===== config.mk =====
export PLATFORM = sky130hd
export DESIGN_NAME = ysyx_23060171_pcupd_flat
export DESIGN_NICKNAME = d
export VERILOG_FILES = /design/src/rtl/ysyx_23060171_pcupd_if.sv /design/src/rtl/ysyx_23060171_pcupd.sv /design/src/flat_wrapper.sv
export SDC_FILE = /design/constraint.sdc
export NUM_CORES = 1
export LEC_CHECK = 0
export ABC_AREA = 0
export ABC_CLOCK_PERIOD_IN_PS = 7700
export BUFFER_PORTS_ARGS = -buffer_cell sky130_fd_sc_hd__buf_2
export CORE_MARGIN = 3
export CORE_UTILIZATION = 59
export CTS_CLUSTER_DIAMETER = 50
export DETAILED_ROUTE_END_ITERATION = 12
export PLACE_DENSITY = 0.85
export SYNTH_ARGS = -nofsm -noshare
export SYNTH_HDL_FRONTEND = slang
export SYNTH_SLANG_ARGS = --single-unit

===== constraint.sdc =====
create_clock -name clk -period 7.7 [get_ports clk]
set_clock_uncertainty 0.05 [all_clocks]
set_input_delay 0.385 -clock clk [delete_from_list [all_inputs] [get_ports clk]]
set_output_delay 0.385 -clock clk [all_outputs]
set_load 0.02 [all_outputs]

===== src/rtl/ysyx_23060171_pcupd_if.sv =====
// EXU resolution inputs plus the PC/IFU fetch handshake, grouped as one bus.
// The slave modport is the PC update block's view; master is the EXU/IFU side.
interface ysyx_23060171_pcupd_if #(
  parameter int XLEN = 32
);
  logic            exu_valid;
  logic            exu_ready;
  logic [2:0]      PCSrc;
  logic [XLEN-1:0] imm;
  logic [XLEN-1:0] rs_val;
  logic [XLEN-1:0] mtvec;
  logic [XLEN-1:0] mepc;
  logic            pc_valid;
  logic            ifu_ready;
  logic [XLEN-1:0] pc;

  modport master (
    output exu_valid, PCSrc, imm, rs_val, mtvec, mepc, ifu_ready,
    input  exu_ready, pc_valid, pc
  );

  modport slave (
    input  exu_valid, PCSrc, imm, rs_val, mtvec, mepc, ifu_ready,
    output exu_ready, pc_valid, pc
  );
endinterface


===== src/rtl/ysyx_23060171_pcupd.sv =====
// PC register + next-PC select; new pc valid 1 cycle after EXU handshake, held stable until IFU ready.
// Optional MISALIGN_CHK_EN: misaligned targets redirect to mtvec and pulse misalign.
module ysyx_23060171_pcupd #(
  parameter logic [31:0] RESET_PC = 32'h8000_0000,
  parameter int          XLEN     = 32
) (
  input  logic                       clk,
  input  logic                       rst_n,
  ysyx_23060171_pcupd_if.slave       bus,
  output logic [63:0]                ret_cnt
`ifdef MISALIGN_CHK_EN
  ,
  output logic                       misalign
`endif
);

  typedef enum logic [1:0] {S_RST, S_ISSUE, S_WAIT} state_t;

  state_t          state;
  logic [XLEN-1:0] pc_q;
  logic            pc_valid_q;
  logic            exu_ready_q;
  logic [63:0]     ret_cnt_q;
  logic [XLEN-1:0] next_pc;
  logic [XLEN-1:0] trap_pc;

  assign trap_pc = bus.mtvec & ~XLEN'(3);

  always_comb begin
    next_pc = pc_q + XLEN'(4);
    case (bus.PCSrc)
      3'b001:  next_pc = pc_q + bus.imm;
      3'b010:  next_pc = (bus.rs_val + bus.imm) & ~XLEN'(1);
      3'b011:  next_pc = trap_pc;
      3'b100:  next_pc = bus.mepc;
      default: next_pc = pc_q + XLEN'(4);
    endcase
  end

`ifdef MISALIGN_CHK_EN
  logic misalign_q;
`endif

  always_ff @(posedge clk) begin
    if (!rst_n) begin
      state       <= S_RST;
      pc_q        <= XLEN'(RESET_PC);
      pc_valid_q  <= 1'b0;
      exu_ready_q <= 1'b0;
      ret_cnt_q   <= 64'd0;
`ifdef MISALIGN_CHK_EN
      misalign_q  <= 1'b0;
`endif
    end else begin
`ifdef MISALIGN_CHK_EN
      misalign_q <= 1'b0;
`endif
      case (state)
        S_RST: begin
          state       <= S_ISSUE;
          pc_valid_q  <= 1'b1;
          exu_ready_q <= 1'b0;
        end
        S_ISSUE: begin
          if (bus.ifu_ready) begin
            state       <= S_WAIT;
            pc_valid_q  <= 1'b0;
            exu_ready_q <= 1'b1;
          end
        end
        S_WAIT: begin
          if (bus.exu_valid) begin
            state       <= S_ISSUE;
            pc_valid_q  <= 1'b1;
            exu_ready_q <= 1'b0;
            ret_cnt_q   <= ret_cnt_q + 64'd1;
`ifdef MISALIGN_CHK_EN
            // The redirect is itself aligned, so it never re-triggers.
            if (next_pc[1:0] != 2'b00) begin
              pc_q       <= trap_pc;
              misalign_q <= 1'b1;
            end else begin
              pc_q <= next_pc;
            end
`else
            pc_q <= next_pc;
`endif
          end
        end
        default: begin
          state       <= S_RST;
          pc_valid_q  <= 1'b0;
          exu_ready_q <= 1'b0;
        end
      endcase
    end
  end

  assign bus.pc        = pc_q;
  assign bus.pc_valid  = pc_valid_q;
  assign bus.exu_ready = exu_ready_q;
  assign ret_cnt       = ret_cnt_q;
`ifdef MISALIGN_CHK_EN
  assign misalign      = misalign_q;
`endif

endmodule


===== src/flat_wrapper.sv =====
// flat-port wrapper written by rule: the top's interface ports become plain ports
module ysyx_23060171_pcupd_flat 
#(
  parameter logic [31:0] RESET_PC = 32'h8000_0000,
  parameter int          XLEN     = 32
)
  (clk, rst_n, ret_cnt, bus_exu_valid, bus_PCSrc, bus_imm, bus_rs_val, bus_mtvec, bus_mepc, bus_ifu_ready, bus_exu_ready, bus_pc_valid, bus_pc);
  ysyx_23060171_pcupd_if #(.XLEN(XLEN)) bus_i ();
  input  logic clk;
  input  logic rst_n;
  output logic [63:0] ret_cnt;
  input wire logic [$bits(bus_i.exu_valid)-1:0] bus_exu_valid;
  input wire logic [$bits(bus_i.PCSrc)-1:0] bus_PCSrc;
  input wire logic [$bits(bus_i.imm)-1:0] bus_imm;
  input wire logic [$bits(bus_i.rs_val)-1:0] bus_rs_val;
  input wire logic [$bits(bus_i.mtvec)-1:0] bus_mtvec;
  input wire logic [$bits(bus_i.mepc)-1:0] bus_mepc;
  input wire logic [$bits(bus_i.ifu_ready)-1:0] bus_ifu_ready;
  output wire logic [$bits(bus_i.exu_ready)-1:0] bus_exu_ready;
  output wire logic [$bits(bus_i.pc_valid)-1:0] bus_pc_valid;
  output wire logic [$bits(bus_i.pc)-1:0] bus_pc;
  assign bus_i.exu_valid = bus_exu_valid;
  assign bus_i.PCSrc = bus_PCSrc;
  assign bus_i.imm = bus_imm;
  assign bus_i.rs_val = bus_rs_val;
  assign bus_i.mtvec = bus_mtvec;
  assign bus_i.mepc = bus_mepc;
  assign bus_i.ifu_ready = bus_ifu_ready;
  assign bus_exu_ready = bus_i.exu_ready;
  assign bus_pc_valid = bus_i.pc_valid;
  assign bus_pc = bus_i.pc;
  ysyx_23060171_pcupd #(.RESET_PC(RESET_PC), .XLEN(XLEN)) u_core (.clk(clk), .rst_n(rst_n), .bus(bus_i), .ret_cnt(ret_cnt));
endmodule

==> run_results.csv, run 1 <==
group,metric,value,unit
detailed_routing,vias,10070,
cts,post_cts_buffers,0,
sta,tightestPinTransition,1216,ps
pwr,powerDensity,124.9,nW/um^2
critical_path,cp-end-kind,"flip-flop",
run_status,outcome,"completed",
synthesis,yosysTopAreaCell,"dfxtp_1",
sta,layout_min_cycle_time,3384,ps
final_layout,final_layout_size_suffix_gt1_share,19.88,%
synthesis,async_flop_share,0,%
detailed_routing,first_pass_iters,5,
min_path,worstHoldPathType,"in2reg",
sta,slew-limit-headroom,18.52,%
synthesis,avgSynthCellArea,7.597,um^2
sta,tns,0,ps
synthesis,netlist_area,8987,um^2
cts,clockBufferDepth,2,
global_routing,grt_pass1_wl,45.18,mm
final_layout,nFillCells,1262,
floorplanning,core,14700,um^2
sta,period_share,43.95,%
final_layout,area_delta_synth_final,16.79,%
synthesis,syn-num-nets,1383,
final_layout,final_cell_area,10500,um^2
placed_design,io_buffers,230,
synthesis,synth_cells,1183,
final_layout,final_cells,1567,
final_layout,nets,1578,
placed_design,placed_area,10210,um^2
critical_path,start_kind,"flip-flop",
cts,cts_hold_buffers,0,
final_layout,num_antenna_cells,0,
critical_path,cp.required,7930,ps
cts,clk_pin_slew,80,ps
floorplanning,ios,233,
detailed_routing,drtIter0Drc,1187,
critical_path,cp_data_arrival_time,3610,ps
synthesis,synth.distinct_cells,73,
detailed_routing,via_per_inst,6.425,
critical_path,r2r_slack,4320,ps
sta,hold_ws,320.6,ps
floorplanning,die_width,129.4,um
detailed_routing,wirelength,29.11,mm
sta,max_freq,0.2955,GHz
placed_design,dp.cells,1551,
detailed_routing,drc,0,
synthesis,seq_area_frac_synth,21.83,%
global_routing,grt_max_degree,100,
synthesis,synth_area_leaders,"dfxtp_1 22%, ha_1 8.8%, xnor2_1 6.4%, a21oi_1 5.6%, o21ai_0 4.7%",
cts,clockRootBuffer,"clkbuf_16",
floorplanning,dieArea,16750,um^2
final_layout,utilization,71.41,%
synthesis,yosysWarningCount,0,
floorplanning,start_util,61.14,%
floorplanning,die_h,129.4,um
job,maxCapViolCount,0,
critical_path,worstSetupPathType,"reg2reg",
global_routing,grt_pass1_vias,8912,
critical_path,timing.rr.start,"u_core.bus.pc[4]",
global_routing,grt_antenna_before_repair,1,
synthesis,synth_edf_count,0,
cts,numClockSinks,98,
global_routing,grt_usage,33.63,%
min_path,min_from,"bus_ifu_ready",
synthesis,synth_flop_cell,"dfxtp_1",
placed_design,dp_hpwl,22.28,mm
sta,drv_slew,0,
floorplanning,rows,44,
sta,setup_violations,0,
cts,cts.repair.resized,0,
critical_path,r2r_end,"u_core.bus.pc[29]",
critical_path,crit_fanout,8,
detailed_routing,ant_nets,0,
placed_design,place_congestion,0.9851,
sta,hold_viol,0,
global_routing,gr-total-overflow,0,
pwr,vdd_drop_max,0.1002,mV
min_path,holdPathStages,3,
cts,numCtsBuffers,9,
pwr,p_leak,4.777,nW
detailed_routing,wire_per_inst,18.57,um
cts,clk_latency,360,ps
synthesis,yosys_register_bits,98,
min_path,holdPathEnd,"u_core.state[0]",
cts,cts_htree_levels,3,
sta,rsz0062_at_grt,"false",
cts,cts_tree,"yes",
synthesis,yosys.area.top_type_share,21.83,%
critical_path,reg2regPathDepth,9,
## cells in the mapped netlist, types with 3 or more instances
cell type,count
o211ai_1,10
a221oi_1,21
a31oi_1,20
a21oi_1,101
and2_1,64
nor2_1,65
mux2i_1,7
nand2_1,107
o221a_2,3
a21boi_1,4
a21o_1,34
dfxtp_1,98
nand4_1,31
or4_1,4
inv_1,18
o21bai_1,8
a22oi_1,3
ha_1,63
o21ai_0,85
clkbuf_1,47
nor2b_1,8
nor3b_1,3
xnor2_1,66
xor2_1,39
o31ai_1,5
a211oi_1,8
o221ai_1,6
nor3_1,21
o31a_1,3
nand3_1,52
or3_1,26
a41oi_1,4
a21boi_0,14
and3_1,28
or2_2,4
and4_1,13
o22ai_1,9
a221o_1,7
nand3b_1,5
a31o_2,3
nand2b_1,7
nor4_1,3
a311oi_1,3
o21a_1,14
## final cells by class
type	instances	area (um^2)	share of cell area, %
Clock buffer	9	225.2	2.146
Clock inverter	7	58.81	0.5603
Inverter	18	67.56	0.6437
Multi-Input combinational cell	1015	6756	64.37
Sequential cell	98	1962	18.69
Tap cell	184	230.2	2.193
Timing Repair Buffer	236	1196	11.40
## layout by cell type, fill, tap and decap left out, types with 4 or more instances in the layout
| master | synthesis | layout |
|---|---|---|
| a211oi_1 | 8 | 8 |
| a21boi_0 | 14 | 14 |
| a21boi_1 | 4 | 4 |
| a21o_1 | 34 | 34 |
| a21oi_1 | 101 | 101 |
| a221o_1 | 7 | 7 |
| a221oi_1 | 21 | 21 |
| a31oi_1 | 20 | 20 |
| a41oi_1 | 4 | 4 |
| and2_1 | 64 | 64 |
| and3_1 | 28 | 28 |
| and4_1 | 13 | 13 |
| buf_2 | 0 | 230 |
| buf_4 | 0 | 6 |
| clkbuf_16 | 0 | 9 |
| dfxtp_1 | 98 | 98 |
| ha_1 | 63 | 63 |
| inv_1 | 18 | 18 |
| mux2i_1 | 7 | 7 |
| nand2_1 | 107 | 107 |
| nand2b_1 | 7 | 7 |
| nand3_1 | 52 | 52 |
| nand3b_1 | 5 | 5 |
| nand4_1 | 31 | 31 |
| nor2_1 | 65 | 65 |
| nor2b_1 | 8 | 8 |
| nor3_1 | 21 | 20 |
| o211ai_1 | 10 | 10 |
| o21a_1 | 14 | 14 |
| o21ai_0 | 85 | 85 |
| o21bai_1 | 8 | 8 |
| o221ai_1 | 6 | 6 |
| o22ai_1 | 9 | 9 |
| o31ai_1 | 5 | 5 |
| or2_2 | 4 | 4 |
| or3_1 | 26 | 26 |
| or4_1 | 4 | 4 |
| xnor2_1 | 66 | 65 |
| xor2_1 | 39 | 39 |
## worst max-delay path: stages (launching register included)
cell	delay (ps)
dfxtp_1	480
ha_1	350
a21o_1	230
a31oi_1	280
a21oi_1	150
o311ai_1	710
o21bai_1	240
a221o_1	400
o221a_2	240
a31oi_1	180
## through the flow
step / worst slack [ps] / total power, W
floorplan: 4731 / 0.0007560
global placement: 4286 / 0.0008611
detailed placement: 4229 / 0.0008642
CTS: 4381 / 0.001305
global route: 4094 / 0.001368
finish: 4316 / 0.001311
## where the power goes
group / switching (W) / internal (W)
logic: 0.000206 / 0.000136
clock network: 0.000223 / 0.000225
registers: 0.00000953 / 0.000511
## cells by family (layout without fill, tap and decap cells)
family	after synthesis	after routing	share of synthesized area, %
adder cells (fa/ha/maj)	65	65	9.216
XOR/XNOR	105	105	10.23
AO/OA/AOI/OAI	384	384	27.76
flip-flops	98	98	21.83
multiplexers	8	8	0.9049
buffers and inverters	70	270	3.132
AND/OR/NAND/NOR	453	453	26.92
## how the worst max path moves through the flow
stage / endpoint / from / slack, ps
final: u_core.bus.pc[29] / u_core.bus.pc[4] / 4320
after global routing: u_core.bus.pc[30] / u_core.bus.pc[0] / 4090
after CTS: u_core.bus.pc[30] / u_core.bus.pc[0] / 4380
after detailed placement: u_core.bus.pc[30] / bus_imm[0] / 4230
after global placement: u_core.bus.pc[30] / bus_imm[0] / 4290
after floorplan: u_core.bus.pc[30] / u_core.bus.pc[0] / 4730
## flip-flops by register name, indices dropped and copies added (netlist names)
name,cells
u_core.state,2
u_core.ret_cnt,64
u_core.bus.pc,32
## per-layer routing
metal  vias up  wire [um]  global-route usage [%]
met5         -         13                       0
met2       564      13030                   54.42
li1       4820          -                       -
met1      4606      12120                   46.22
met4         2        852                   9.230
met3        76       3089                   6.142
No activity file was read; power rests on OpenSTA's default activity.
==> run 2: changes to the inputs <==
--- a/config.mk
+++ b/config.mk
@@ -6,13 +6,13 @@
 export NUM_CORES = 1
 export LEC_CHECK = 0
 export ABC_AREA = 0
-export ABC_CLOCK_PERIOD_IN_PS = 7700
+export ABC_CLOCK_PERIOD_IN_PS = 3000
 export BUFFER_PORTS_ARGS = -buffer_cell sky130_fd_sc_hd__buf_2
 export CORE_MARGIN = 3
-export CORE_UTILIZATION = 59
+export CORE_UTILIZATION = 50
 export CTS_CLUSTER_DIAMETER = 50
 export DETAILED_ROUTE_END_ITERATION = 12
-export PLACE_DENSITY = 0.85
+export PLACE_DENSITY = 0.76
 export SYNTH_ARGS = -nofsm -noshare
 export SYNTH_HDL_FRONTEND = slang
 export SYNTH_SLANG_ARGS = --single-unit
==> constraint.sdc (replaced) <==
create_clock -name clk -period 3 [get_ports clk]
set_clock_uncertainty 0.05 [all_clocks]
set_input_delay 0.15 -clock clk [delete_from_list [all_inputs] [get_ports clk]]
set_output_delay 0.15 -clock clk [all_outputs]
set_load 0.02 [all_outputs]
==> run 2 against run 1 <==
Clock power rose to 2.7 times the previous value; die area rose by 17%; first-iteration DRC count fell by 37%; combinational power rose to 2.7 times the previous value; final area rose by 3.6%; register-to-register slack got worse by 4200 ps; final cell count rose by 5.0%; via count rose by 0.99%; largest cell class unchanged; highest routed layer is now met4.
==> run_results.csv, run 2 (synthesis gave the netlist of run 1 again) <==
group,metric,value,unit
pwr,clockPowerShare,35.2,%
floorplanning,core,17420,um^2
critical_path,cp_common_cell,"o211ai_1",
pwr,p_leak,4.971,nW
global_routing,grt_antenna_before_repair,0,
floorplanning,ios,233,
placed_design,post-place-ws,-8.996,ps
final_layout,final_cell_area,10870,um^2
final_layout,register_area,1962,um^2
cts,clk_pin_slew,80,ps
detailed_routing,first_pass_iters,6,
placed_design,dp.cells,1628,
sta,period_share,96.17,%
detailed_routing,via_per_inst,6.177,
global_routing,grt_pass1_wl,47.38,mm
global_routing,grt_max_degree,78,
critical_path,cp-end-kind,"flip-flop",
critical_path,worstSetupPathType,"reg2reg",
floorplanning,rows,48,
floorplanning,die_width,140.1,um
detailed_routing,ant_nets,0,
sta,tns,0,ps
sta,max_freq,0.3466,GHz
pwr,p_sw_share,32.58,%
pwr,vdd_drop_max,0.2770,mV
floorplanning,die_h,140.1,um
sta,slew-limit-headroom,40.40,%
final_layout,largest_reg_flops,64,
critical_path,cp_slowest_cell,"or4_1",
placed_design,placed_area,10550,um^2
critical_path,crit_chain,"ha_1 -> fa_2 -> a21o_1 -> a221oi_2 -> buf_4 -> nor3b_1 -> o211ai_1 -> nand3_1 -> nor4b_1 -> or4_1 -> o211ai_1",
cts,cts_htree_levels,3,
run_status,outcome,"completed",
min_path,worstHoldPathType,"in2reg",
final_layout,area_delta_synth_final,20.99,%
global_routing,gr-total-overflow,0,
detailed_routing,drc,0,
pwr,power.total,0.003482,W
final_layout,final_cell_mix,"230 x buf_2, 107 x nand2_1, 101 x a21oi_1",
final_layout,multi_input_area,6771,um^2
cts,numClockSinks,98,
cts,clk_latency,360,ps
job,maxCapViolCount,0,
global_routing,grt_pass1_vias,9314,
final_layout,nFillCells,1613,
critical_path,start_kind,"flip-flop",
final_layout,final_layout_size_suffix_gt1_share,22.11,%
critical_path,cp_data_arrival_time,3120,ps
sta,layout_min_cycle_time,2885,ps
sta,drv_slew,0,
final_layout,final_cells,1646,
cts,clockRootBuffer,"clkbuf_16",
final_layout,final_common_cell,"buf_2",
cts,numCtsBuffers,9,
placed_design,dp_hpwl,23.82,mm
pwr,powerDensity,320.2,nW/um^2
critical_path,cp.required,3230,ps
cts,clockBufferDepth,2,
critical_path,crit_fanout,4,
detailed_routing,wirelength,30.46,mm
cts,cts_tree,"yes",
sta,setup_violations,0,
pwr,pwr-share-seq,38.3,%
critical_path,cp_slowest_stage_delay,500,ps
sta,tightestPinTransition,894.0,ps
detailed_routing,vias,10170,
placed_design,place_congestion,1.061,
final_layout,nets,1615,
cts,cts_hold_buffers,0,
pwr,p_int,0.002348,W
sta,hold_viol,0,
pwr,switchingPower,0.001134,W
global_routing,grt_usage,29.32,%
floorplanning,dieArea,19620,um^2
placed_design,io_buffers,230,
sta,setup_slack,114.9,ps
floorplanning,start_util,51.60,%
detailed_routing,drtIter0Drc,753,
pwr,p_comb_share,26.6,%
detailed_routing,wire_per_inst,18.51,um
-- run 2: power groups by stage --
stage	logic, W	clock network, W	registers [W]
2_1_floorplan	0.000564	0	0.00138
3_3_place_gp	0.000890	0	0.00136
3_5_place_dp	0.000897	0	0.00136
4_1_cts	0.000903	0.00124	0.00133
5_1_grt	0.00101	0.00130	0.00133
6_report	0.000925	0.00122	0.00133
-- run 2: cell type report --
class                      count  share of cell area [%]
multi-input combinational   1015                   62.27
tap                          225                   2.589
antenna                        1                 0.02301
timing repair buffer         273                   13.67
inverter                      18                  0.6213
sequential                    98                   18.04
clock buffer                  10                   2.106
clock inverter                 6                  0.6789
-- run 2: worst max-delay path: cells and delay by family (launching register included) --
family	cells	cell delay, ps
AO/OA/AOI/OAI	4	800
adder cells (fa/ha/maj)	2	580
buffers and inverters	1	150
flip-flops	1	320
AND/OR/NAND/NOR	4	910
-- run 2: through the flow --
stage,util (%),hold WS (ps)
after floorplan,-,315.5
after global placement,60.55,410.6
after detailed placement,60.55,430.7
after CTS,62.35,64.36
after global routing,62.42,106.0
final,62.44,79.13
-- run 2: what timing repair did --
action,4_1_cts,5_1_grt
buffers inserted,1,0
gates resized for setup,1,3
setup endpoints to repair,2,2
pin swaps,2,2
endpoints found under the hold margin,0,0
-- run 2: worst paths after layout --
| kind | startpoint | to | slack (ps) | cells past startpoint |
|---|---|---|---|---|
| worst max-delay path | u_core.bus.pc[0] | u_core.bus.pc[30] | 110 | 11 |
| worst max register to register | u_core.bus.pc[0] | u_core.bus.pc[30] | 110 | 11 |
| worst min register to register | u_core.ret_cnt[63] | u_core.ret_cnt[63] | 440 | 2 |
| worst min-delay path | bus_mepc[7] | u_core.bus.pc[7] | 80 | 3 |
-- run 2: routing by layer --
metal	wire length (um)	track usage (%)	vias to the layer above
li1	-	-	4901
met5	0	0	-
met4	639	8.363	0
met3	2634	4.575	53
met1	13070	39.14	4732
met2	14110	49.20	482
